File: src/rtl/pipeline_hazard_ctrl.sv
// ---------------------------------------------------------------------------
// pipeline_hazard_ctrl
//
// Hazard and stall controller for a five-stage pipeline (F, D, E, M, W).
// It decides each cycle whether the pipeline advances. When it advances, the
// controller also chooses which pipeline registers load and which ones load a
// bubble. A small state machine tracks a data-memory wait and core halt.
//
// Optional feature (macro HAZARD_PERF_EN):
//   When defined, stall_cnt is a saturating 32-bit count of stall cycles.
//   When undefined, stall_cnt is tied to zero and no counter flops exist.
//
// Ports:
//   CLK         in   1  clock, rising edge
//   RST         in   1  synchronous, active-high reset
//   ihit        in   1  instruction fetch complete
//   dhit        in   1  data access complete
//   dmem_req    in   1  load/store sitting in the EX/MEM register
//   ex_memread  in   1  load sitting in the DE/EX register
//   ex_wsel     in   5  DE/EX destination register
//   id_rs       in   5  decode-stage source register rs
//   id_rt       in   5  decode-stage source register rt
//   br_taken    in   1  taken branch resolved in MEM
//   jump_id     in   1  jump in decode
//   halt_mem    in   1  halt sitting in the EX/MEM register
//   pc_en       out  1  PC update enable
//   fd_en       out  1  F/D register load enable
//   de_en       out  1  D/E register load enable
//   em_en       out  1  E/M register load enable
//   mw_en       out  1  M/W register load enable
//   fd_flush    out  1  F/D loads a bubble
//   de_flush    out  1  D/E loads a bubble
//   em_flush    out  1  E/M loads a bubble
//   halted      out  1  core stopped
//   stall_cnt   out 32  stall cycle count (zero unless HAZARD_PERF_EN)
// ---------------------------------------------------------------------------
module pipeline_hazard_ctrl (
    input  logic        CLK,
    input  logic        RST,
    input  logic        ihit,
    input  logic        dhit,
    input  logic        dmem_req,
    input  logic        ex_memread,
    input  logic [4:0]  ex_wsel,
    input  logic [4:0]  id_rs,
    input  logic [4:0]  id_rt,
    input  logic        br_taken,
    input  logic        jump_id,
    input  logic        halt_mem,
    output logic        pc_en,
    output logic        fd_en,
    output logic        de_en,
    output logic        em_en,
    output logic        mw_en,
    output logic        fd_flush,
    output logic        de_flush,
    output logic        em_flush,
    output logic        halted,
    output logic [31:0] stall_cnt
);

    typedef enum logic [1:0] {
        RUN   = 2'd0,
        DWAIT = 2'd1,
        HALT  = 2'd2
    } state_t;

    state_t state;

    logic adv;
    logic load_use;
    logic enter_halt;

    // The pipeline advances only when both the fetch and any outstanding
    // data access are complete. While waiting on data memory, the fetch
    // result is irrelevant: the frozen pipeline re-presents the same fetch.
    always_comb begin
        adv = 1'b0;
        case (state)
            RUN:     adv = ihit & (~dmem_req | dhit);
            DWAIT:   adv = dhit;
            default: adv = 1'b0;
        endcase
    end

    // Register 0 is hardwired to zero, so a load into it never creates a hazard.
    assign load_use = ex_memread && (ex_wsel != 5'd0) &&
                      ((ex_wsel == id_rs) || (ex_wsel == id_rt));

    // A halt that arrives together with a taken branch is on the wrong path.
    // Only the branch takes effect.
    assign enter_halt = halt_mem & adv & ~br_taken;

    // State register
    always_ff @(posedge CLK) begin
        if (RST) begin
            state <= RUN;
        end else begin
            case (state)
                RUN: begin
                    if (enter_halt)
                        state <= HALT;
                    else if (dmem_req && !dhit)
                        state <= DWAIT;
                end
                DWAIT: begin
                    if (enter_halt)
                        state <= HALT;
                    else if (dhit)
                        state <= RUN;
                end
                HALT:    state <= HALT;
                default: state <= RUN;
            endcase
        end
    end

    // Enable and flush decision
    // Priority: freeze > branch > load-use > jump > normal advance.
    // A load-use stall holds PC and F/D, so the jump in decode is seen
    // again on the next cycle.
    always_comb begin
        pc_en    = 1'b0;
        fd_en    = 1'b0;
        de_en    = 1'b0;
        em_en    = 1'b0;
        mw_en    = 1'b0;
        fd_flush = 1'b0;
        de_flush = 1'b0;
        em_flush = 1'b0;
        halted   = 1'b0;

        if (RST) begin
            // All outputs stay at zero during reset.
        end else if (state == HALT) begin
            halted = 1'b1;
        end else if (adv) begin
            if (br_taken) begin
                pc_en    = 1'b1;
                fd_en    = 1'b1;
                de_en    = 1'b1;
                em_en    = 1'b1;
                mw_en    = 1'b1;
                fd_flush = 1'b1;
                de_flush = 1'b1;
                em_flush = 1'b1;
            end else if (load_use) begin
                de_en    = 1'b1;
                em_en    = 1'b1;
                mw_en    = 1'b1;
                de_flush = 1'b1;
            end else begin
                pc_en    = 1'b1;
                fd_en    = 1'b1;
                de_en    = 1'b1;
                em_en    = 1'b1;
                mw_en    = 1'b1;
                fd_flush = jump_id;
            end
        end
    end

    // Optional stall counter
`ifdef HAZARD_PERF_EN
    logic        stall_event;
    logic [31:0] stall_q;

    // A stall is either a full freeze or a load-use bubble. A load-use match
    // that the branch overrides is not a stall.
    assign stall_event = (state != HALT) &&
                         (!adv || (load_use && !br_taken));

    always_ff @(posedge CLK) begin
        if (RST)
            stall_q <= '0;
        else if (stall_event && (stall_q != '1))
            stall_q <= stall_q + 32'd1;
    end

    assign stall_cnt = RST ? '0 : stall_q;
`else
    assign stall_cnt = '0;
`endif

endmodule

File: config.mk
export PLATFORM = sky130hd
export DESIGN_NAME = pipeline_hazard_ctrl
export DESIGN_NICKNAME = d
export VERILOG_FILES = /design/src/rtl/pipeline_hazard_ctrl.sv
export SDC_FILE = /design/constraint.sdc
export NUM_CORES = 1
export LEC_CHECK = 0
export ABC_AREA = 0
export CORE_MARGIN = 2
export CORE_UTILIZATION = 40
export CTS_BUF_LIST = sky130_fd_sc_hd__clkbuf_8
export CTS_CLUSTER_DIAMETER = 40
export DETAILED_ROUTE_END_ITERATION = 6
export DONT_BUFFER_PORTS = 1
export SLEW_MARGIN = 5
export SYNTH_ARGS = -nofsm -noshare
export SYNTH_HDL_FRONTEND = slang
export SYNTH_SLANG_ARGS = --single-unit
File: constraint.sdc
create_clock -name CLK -period 2.18 [get_ports CLK]
set_input_delay 0.218 -clock CLK [delete_from_list [all_inputs] [get_ports CLK]]
set_output_delay 0.218 -clock CLK [all_outputs]
set_load 0.01 [all_outputs]
Word level (Yosys, flattened, before mapping):

Index checks and enable logic that the tools add are counted.

* bitwise operators: 6
* shift-type cells: 0
* $lt $le $gt $ge: 0
* add/subtract/negate cells: 0
* reductions and logical operators: 8
* div/mod/pow operators: 0
* eq/ne operators: 6
* muxes and demuxes: 30
* $mul: 0

Operator list (number)
* two-way mux 1 bit: 24
* == test 5 bit: 2
* two-way mux 2 bit: 4
* != test 3 bit (second input constant): 2
* one-hot mux 2 bit (3 select lines): 1
* nonzero test 5 bit: 1
* AND 1 bit: 3
* logical AND 1 bit: 3
* == test 2 x 1 -> 1 bit (second input constant): 1
* == test 2 bit (second input constant): 1
* zero test 2 bit: 1
* inverter 1 bit: 2
* one-hot mux 1 bit (2 select lines): 1
* AND reduction 2 bit: 1
* zero test 1 bit: 1
* logical OR 1 bit: 1
* bitwise OR 1 bit: 1

* logic and storage cells: 51
* input port bits: 24
* bits in writable memories: 0
* memories kept: 0
* ROM bits: 0
* latch bits: 0
* register bits: 2
* output and inout bits: 41

Logic depth before layout (Yosys ltp):

Gate-level depths: netlist of run 1.

* word-level depth: 8
* gate-level depth with buffers: 5
* mapped depth without buffers: 4

Least setup slack after synthesis of run 1:

No wires, ideal clock.

* path type: reg-to-output
* start: reg state[0]
* end: out pc_en
* setup slack: 0.437 ns
* path buffers: 1
* arrival: 1.525 ns
* data required time: 1.962 ns
* stages on the path, launching flop included: 5
* cell sequence: dfxtp_1 > o21ba_2 > nor4_4 > a21boi_0 > buf_4

* word-level cells in the longest chain between the ends: 5
* elaborated cells on any way between the ends: 7
* classes of those cells: eq/ne (2); mux (4); reduce/logical (1)

Ends and longest elaborated chain
* start: declaration: RTL line 68 `state_t state;`
* start signal: assignment: RTL line 97 `state <= RUN;`
* start signal: assignment: RTL line 102 `state <= HALT;`
* start signal: assignment: RTL line 104 `state <= DWAIT;`
* == test 2 x 1 -> 1 bit or zero test 2 bit (tied branches): RTL line 79 `case (state)`
* one-hot mux 1 bit (2 select lines): RTL line 79
* two-way mux 1 bit
* two-way mux 1 bit (*) (2 in series)
* end: declaration: RTL line 50 `output logic pc_en,`

Mark *: on every way between the ends. The rest lies on a longest branch, timed or not.

Worst setup path after layout of run 1:

* start: reg state[0]
* end: out fd_flush

* word-level cells in the longest chain between the ends: 5
* elaborated cells on any way between the ends: 7
* classes of those cells: eq/ne (2); mux (4); reduce/logical (1)

Ends and longest elaborated chain
* == test 2 x 1 -> 1 bit or zero test 2 bit (tied branches): RTL line 79
* one-hot mux 1 bit (2 select lines): RTL line 79
* two-way mux 1 bit: RTL line 137 `end else if (adv) begin`
* two-way mux 1 bit (*): RTL line 135 `end else if (state == HALT) begin`
* two-way mux 1 bit (*): RTL line 133 `if (RST) begin`
* end: declaration: RTL line 55 `output logic fd_flush,`

Marked as above.

==> impl_results.md, run 1 <==
* Fin util at a little under two fifths
* Most frequent cells in the layout: conb_1 (32), xnor2_1 (10), nor2_1 (3), nand2_1 (3), clkbuf_8 (3)
* Nets at 98
* CP startpoint: state[0]
* Avg Cell Area, Syn at 7.701 um^2
* # rows at 13
* DR vias at 347
* CP max stage cell: dfxtp_1
* Worst clock skew at approximately 1.3 ps
* Vias in the first global route at 269
* TritonCTS clock tree: yes
* Cell area after synthesis at 546.8 um^2
* H-tree depth at 1
* Crit path launch type: flop
* Post-Syn Instances at a little over 70
* Post-Route Setup TNS at 0 ps
* Detail Route Antenna Nets at 0
* IO Pins at between 60 and 70
* Via density at 3.989
* Worst Path Required at ~2000 ps
* Crit path largest cell delay at 310 ps
* Grt ovf at 0
* Post-synth cell types at 20
* First-pass GRT wire length at 917 um
* Setup crit end kind: output port
* Setup bufs post-CTS at 0
* Die W at 40.97 um
* Max FO, Critical Path at 5
* Drt total wl at 820 um
* M1 WL at 230 um
* TritonRoute pass-1 iters at 1
* CTS sink count at 2
* Largest reg by FF count: state
* Crit Reg-Reg Startpoint: state[0]
* WL met3 at 128 um
* Post-DP HPWL at between 700 and 800 um
* Port Buffers at 0
* CTS buffer count at 3
* Layout area overhead at -13.04%
* Final Cycle Share at about three quarters
* Die Height at roughly 41 um
* Root Buffer: clkbuf_8
* Setup Crit Path Kind: flop to output port
* Leakage at around 0.22 nW
* Worst vdd ir at 0.2670 mV
* Share of cells above drive strength 1 at 12.50%
* Status: finished clean
* Crit path time final at 1655 ps
* # fillers at 148
* DRC violations left at 0
* RSZ-0062 raised after global routing: false
* Seq/Total Area, Yosys at 7.323%
* Hold crit path type: primary input to flop
* Highest routed metal layer: met3
* Post-CTS Hold Buffers at 0
* Hold Path Origin: RST
* Register-to-Register Path Depth at 4
* Clock latency on the worst-skew pair at 210 ps
* 1st-iter DRT viols at 0
* Final Wtd Congestion at 0.6371
* Synth warn at 0
* CP cell instances: o21ba_2, nor4_4, o21ai_0, a21oi_1
* Largest net degree at the start of global routing at 6
* CP arrival at 1440 ps
* Antenna violations before repair at 0
* Hold Crit Depth at 1
* Max Cap Viol at 0
* P per Cell Area at 548.0 nW/um^2
* Post-synthesis register bit count at 2
* Biggest regs: state (2)
* Fmax at 0.6044 GHz
* Slew Viols, Final at 0
* Die ar. at between 1500 and 2000 um^2
* # setup viols final at 0
* Antenna diodes at 0
* # resized after CTS at 0
* Longest Clk Path Bufs at 2
* Final hold vios at 0
* Starting Density at between 40 and 50%
* Core Region at 1285 um^2
* Gr usage total at between 8 and 9%
* Most common cell after layout, fill and taps aside: conb_1
* Drt wl/cell at 9.425 um
* Max reg flops at 2
* CTS clk-pin slew, worst paths at ~30 ps
* Met2 routed WL at roughly 460 um
## worst paths after layout
kind | to | slack, ps
min | state[1] | 80
max reg2reg | state[1] | 1130
min reg2reg | state[0] | 540
max | fd_flush | 530
## worst max-delay path: cells and delay by family, from the launching register on
| kind | cells | cell delay [ps] |
|---|---|---|
| compound gates | 3 | 620 |
| flops | 1 | 310 |
| simple gates | 1 | 300 |
## power by group
group | switching [mW] | total [mW] | internal [mW] | leakage [nW]
Clock | 0.0266 | 0.143 | 0.117 | 0.0216
Sequential | 0.00206 | 0.0409 | 0.0389 | 0.0164
Combinational | 0.0480 | 0.0765 | 0.0284 | 0.187
## routing by layer
layer,GRT usage [%],up-vias
met4,7.500,0
met1,6.452,149
met5,0,-
met2,16.80,31
met3,2.174,0
li1,-,167
## cells by family after synthesis
logic type	synth area share, %
buf+inv	48.05
simple gates	18.77
xor+xnor	16.02
compound gates	9.154
flops	7.323
other cells	0.6858
## stage by stage
stage | instance area (um^2) | hold slack [ps] | instances | power (mW) | setup WS (ps)
floorplan | 663.1 | 287.1 | 102 | 0.1566 | 437.4
global placement | 434.2 | 288.6 | 84 | 0.1167 | 760.1
detailed placement | 434.2 | 290.3 | 84 | 0.1174 | 718.8
CTS | 475.5 | 73.41 | 87 | 0.2641 | 494.6
global route | 475.5 | 70.72 | 87 | 0.2812 | 368.1
finish | 475.5 | 77.41 | 87 | 0.2606 | 525.5
## area by class of cell
| type | count | area [um^2] | area share (%) |
|---|---|---|---|
| tap | 15 | 18.77 | 3.947 |
| multi-input combinational | 65 | 360.3 | 75.79 |
| clock buffer | 3 | 41.29 | 8.684 |
| timing repair buffer | 2 | 15.01 | 3.158 |
| sequential | 2 | 40.04 | 8.421 |
## Yosys cell counts
master | n | area share (%)
buf_4 | 35 | 48
xnor2_1 | 10 | 16
nand2_1 | 3 | 2.1
nor2_1 | 3 | 2.1
a21oi_1 | 2 | 1.8
dfxtp_1 | 2 | 7.3
nand3_1 | 2 | 1.8
nor3_1 | 2 | 1.8
a21boi_0 | 1 | 1.4
a41o_2 | 1 | 2.1
and2_4 | 1 | 1.6
and3b_1 | 1 | 1.6
conb_1 | 1 | 0.69
nand2b_1 | 1 | 1.1
nand3b_1 | 1 | 1.4
nor3b_1 | 1 | 1.4
nor4_4 | 1 | 3.9
o21ai_0 | 1 | 0.91
o21ba_2 | 1 | 1.8
o22ai_1 | 1 | 1.1
Note: power is estimated with default switching activity, not from simulation.
==> run 2: changes to the inputs <==
clock period = 1.6 ns   (was 2.18 ns; I/O delays follow)
==> run 2 against run 1 <==
Against the previous run:
- combinational power is 56% higher
- register-to-register slack worse by 650 ps
- critical path depth did not move
- non-clock buffer count is 4 higher
- sequential cell count unchanged
- clock power increased by 34%
- count of clock-buffer cells in the layout unchanged
- wire length is 0.49% lower
- final area is 10% higher
- critical endpoint is now pc_en
==> impl_results.md, run 2 (same netlist as run 1, synthesis figures left out) <==
* Root Buffer: clkbuf_8
* Port Buffers at 0
* Met3 Use GR at 2.717%
* 1st-iter DRT viols at 1
* Antenna violations before repair at 0
* Core Region at 1285 um^2
* Met1 Usage GRT at 6.796%
* CP cell instances: o21ba_4, nor4_4, a21boi_2, buf_6
* CP max stage cell: dfxtp_2
* Comb pwr share at 32.4%
* Final hold vios at 0
* Grt ovf at 0
* Sw Ratio at between 20% and 30%
* Met2 Use GR at slightly above 20%
* Fmax at 0.6554 GHz
* R2R setup slack at between 400 and 500 ps
* Worst setup margin at 74.31 ps
* Clk pwr share at a little over half
* # rows at 13
* Drt wl/cell at 8.967 um
* Max reg flops at 2
* Worst Path Required at around 1400 ps
* H-tree depth at 1
* Antenna diodes at 0
* Slew Viols, Final at 0
* Largest net degree at the start of global routing at 6
* GRT busiest layer: met2
* Crit path time final at 1526 ps
* Worst clock skew at around 1.4 ps
* Leakage at 0.2504 nW
* Max Cap Viol at 0
* Setup crit end kind: output port
* Biggest regs: state (2)
* Nets at 102
* Vias in the first global route at 320
* CP arrival at 1370 ps
* Final Cycle Share at between 90% and 100%
* Cell family with most CP delay: compound AO/OA/AOI/OAI gates
* TritonCTS clock tree: yes
* CP bufs+invs at 1
* CTS sink count at 2
* Share of cells above drive strength 1 at roughly a fifth
* Largest reg by FF count: state
* Setup Crit Path Kind: flop to output port
* Max FO, Critical Path at 5
* Die W at 40.97 um
* RSZ-0062 raised after global routing: true
* Post-DP HPWL at roughly 750 um
* Starting Density at 42.55%
* Gr usage total at under 10%
* Setup Slack @ Placement at 207.1 ps
* CTS clk-pin slew, worst paths at 30 ps
* Most common cell after layout, fill and taps aside: conb_1
* DR vias at 367
* Fin util at 40.80%
* Crit path launch type: flop
* Detail Route Antenna Nets at 0
* Post-CTS Hold Buffers at 0
* Worst vdd ir at 0.6502 mV
* Hold slack final at 22.16 ps
* Crit path largest cell delay at 310 ps
* Layout area overhead at -4.119%
* Most frequent cells in the layout: conb_1 (32), xnor2_1 (10), buf_4 (5)
* Via density at 4.033
* Psw at 0.1047 mW
* Die Height at 40.97 um
* # fillers at 148
* Part of the power in registers at 15.3%
* First-pass GRT wire length at 1.021 mm
* CTS buffer count at 3
* Longest Clk Path Bufs at 2
* TritonRoute pass-1 iters at 2
* P_int at between 0.2 and 0.3 mW
* # setup viols final at 0
* Hold crit path type: primary input to flop
* Status: finished clean
* DRC violations left at 0
* Die ar. at 1679 um^2
* Clock latency on the worst-skew pair at 200 ps
* IO Pins at 65
* Drt total wl at roughly 800 um
* Final Wtd Congestion at roughly 0.56
* P per Cell Area at 697.6 nW/um^2
run 2: cell types whose count changed in the layout (fill, tap and decap cells not counted), sizes merged:
cell / change
buf: +4
run 2: cell type report:
| type | instances | area (um^2) | share of cell area [%] |
|---|---|---|---|
| repair buffers | 6 | 48.80 | 9.308 |
| multi-input cells | 65 | 374.1 | 71.36 |
| well taps | 15 | 18.77 | 3.580 |
| clock buffers | 3 | 41.29 | 7.876 |
| flip-flops and latches | 2 | 41.29 | 7.876 |
run 2: final timing paths:
| path | from | to | cells past startpoint |
|---|---|---|---|
| worst max register to register | state[0] | state[1] | 5 |
| worst min register to register | state[1] | state[0] | 1 |
| worst min-delay path | RST | state[0] | 1 |
| worst max-delay path | state[0] | pc_en | 4 |
run 2: per-stage QoR:
step	power [mW]	cell area [um^2]	TNS [ps]	cells
after detailed placement	0.1627	441.7	0	85
after global placement	0.1616	441.7	0	85
after global routing	0.3963	524.3	-42.02	91
after CTS	0.3660	509.2	0	89
final	0.3657	524.3	0	91
after floorplan	0.2137	663.1	0	102
run 2: what timing repair did:
action / in CTS / in global routing
endpoints found under the setup margin: 3 / 8
gates resized for setup: 5 / 1
setup buffers: 1 / 2
pin swaps: 2 / 1
run 2: routing by layer:
| layer | wire [um] | share of wire [%] | up-vias |
|---|---|---|---|
| li1 | - | - | 174 |
| met1 | 244 | 30 | 156 |
| met2 | 424 | 52 | 37 |
| met3 | 147 | 18 | 0 |
| met4 | 0 | 0 | 0 |
| met5 | 0 | 0 | - |
run 2: power by group through the flow:
stage                     Sequential, mW  Combinational [mW]  Clock, mW
after floorplan                   0.0558               0.158          0
after global placement            0.0561               0.105          0
after detailed placement          0.0563               0.106          0
after CTS                         0.0561               0.115      0.195
after global routing              0.0564               0.136      0.203
final                             0.0559               0.119      0.191
run 2: worst register-to-register path, cell delays in order (launching register included):
cell and delay [ps]:
dfxtp_2 310, o21ba_4 200, buf_4 130, nor3_1 180
nand3b_1 90, a21oi_1 140
==> run 3: changes to the inputs <==
==> constraint.sdc (replaced) <==
create_clock -name CLK -period 1.6 [get_ports CLK]
set_input_delay 0.32 -clock CLK [delete_from_list [all_inputs] [get_ports CLK]]
set_output_delay 0.32 -clock CLK [all_outputs]
set_load 0.01 [all_outputs]
==> run 3 against run 2 <==
Against the previous run:
- the run now ends with setup timing left
- critical path depth unchanged
- via count down 1.1%
- total power up 2.1%
- worst hold slack better by 150 ps
- highest routed layer unchanged
- maximum frequency down 11%
- sequential cell count unchanged
==> impl_results.md, run 3 (same netlist as run 1, synthesis figures left out) <==
* Status: finished, violations left
* Via density at around 4
* Crit Reg-Reg Startpoint: state[0]
* Largest reg by FF count: state
* Max FO, Critical Path at 5
* Worst setup margin at -113.0 ps
* Share of cells above drive strength 1 at 20.00%
* WHS Endpoint: state[0]
* Max Cap Viol at 0
* Slew Viols, Final at 0
* Nets at 101
* Core Region at 1285 um^2
* Starting Density at 42.55%
* Gr usage total at 9.854%
* # fillers at 148
* H-tree depth at 1
* CTS sink count at 2
* Hold crit path type: primary input to flop
* Multi-input gate area at between 300 and 400 um^2
* Max reg flops at 2
* Grt ovf at 0
* Final Wtd Congestion at 0.5729
* Die ar. at 1679 um^2
* Hold Crit Depth at 1
* Port Buffers at 0
* Largest net degree at the start of global routing at 6
* Root Buffer: clkbuf_8
* Crit path time final at 1713 ps
* Worst clock skew at 3.611 ps
* Leakage at 0.2484 nW
* Reg-to-Reg End: state[1]
* Most common cell after layout, fill and taps aside: conb_1
* Violated checks: setup timing
* Antenna diodes at 0
* Most frequent cells in the layout: conb_1 (32), xnor2_1 (10)
* DR vias at 363
* Final hold vios at 0
* Biggest regs: state (2)
* Setup crit end kind: output port
* Total power at 0.3734 mW
* RSZ-0062 raised after global routing: true
* Layout area overhead at -1.602%
* DRC violations left at 0
* Post-DP HPWL at 774.6 um
* Post-Route Setup TNS at -732.9 ps
* Die Height at roughly 41 um
* Setup Slack @ Placement at 31.63 ps
* Register-to-Register Path Depth at 5
* Fmax at 0.5838 GHz
* Worst Path Required at 1280 ps
* TritonRoute pass-1 iters at 3
* Setup Crit Path Kind: flop to output port
* Drt total wl at 884 um
* First-pass GRT wire length at 972 um
* 1st-iter DRT viols at 4
* Vias in the first global route at between 200 and 300
* P per Cell Area at 694.0 nW/um^2
* CP arrival at 1390 ps
* Antenna violations before repair at 0
* Drt wl/cell at ~9.8 um
* Fin util at 41.87%
* Storage element area at 41.29 um^2
* Crit path launch type: flop
* CTS clk-pin slew, worst paths at 30 ps
* # setup viols final at 8
* Detail Route Antenna Nets at 0
* Longest Clk Path Bufs at 2
* CTS buffer count at 3
* Clock latency on the worst-skew pair at ~210 ps
* Hold Path Origin: RST
* Final Cycle Share at 107.1%
* TritonCTS clock tree: yes
* R2R setup slack at 510 ps
* IO Pins at 65
* Worst vdd ir at 0.5115 mV
* Die W at between 40 and 50 um
* # rows at 13
run 3: worst max-delay path, stage by stage, from the launching register on:
cell     delay, ps
dfxtp_2        310
o21ba_4        200
nor4_4         330
and2_4         230
a41o_4         100
run 3: power by group:
group	internal (mW)	switching, mW	total, mW
Clock	0.159	0.0370	0.196
Sequential	0.0532	0.00290	0.0562
Combinational	0.0505	0.0709	0.121
Total	0.263	0.111	0.373
run 3: worst max-delay path by stage:
| stage | start | end | slack [ps] | cells after the start |
|---|---|---|---|---|
| after floorplan | dmem_req | pc_en | -70 | 4 |
| after global placement | dmem_req | fd_flush | 70 | 4 |
| after detailed placement | state[0] | fd_flush | 30 | 4 |
| after CTS | state[0] | de_flush | -170 | 4 |
| after global routing | state[0] | fd_flush | -180 | 4 |
| final | state[0] | de_flush | -110 | 4 |
run 3: what timing repair did:
item	4_1_cts	5_1_grt
cloned	0	0
gates resized for setup	8	0
hold buffers	0	0
setup endpoints to repair	8	8
setup buffers	3	0
pin swaps	3	1
run 3: through the flow:
step	std cells	area [um^2]	hold WS (ps)
final	90	538.0	176.5
after global routing	90	538.0	168.3
after CTS	90	538.0	171.8
after detailed placement	84	437.9	392.2
after global placement	84	437.9	389.9
after floorplan	102	666.9	389.1
run 3: area by class of cell:
class                      count  share of cell area (%)
multi-input combinational     65                   72.79
timing repair buffer           5                   8.372
sequential                     2                   7.674
clock buffer                   3                   7.674
tap                           15                   3.488
run 3: routing by layer:
metal	part of all wire (%)	GRT usage, %	vias up
met5	0	0	-
met4	0	7.500	0
met3	19	7.609	0
met2	55	19.14	33
met1	26	5.178	156
li1	-	-	174
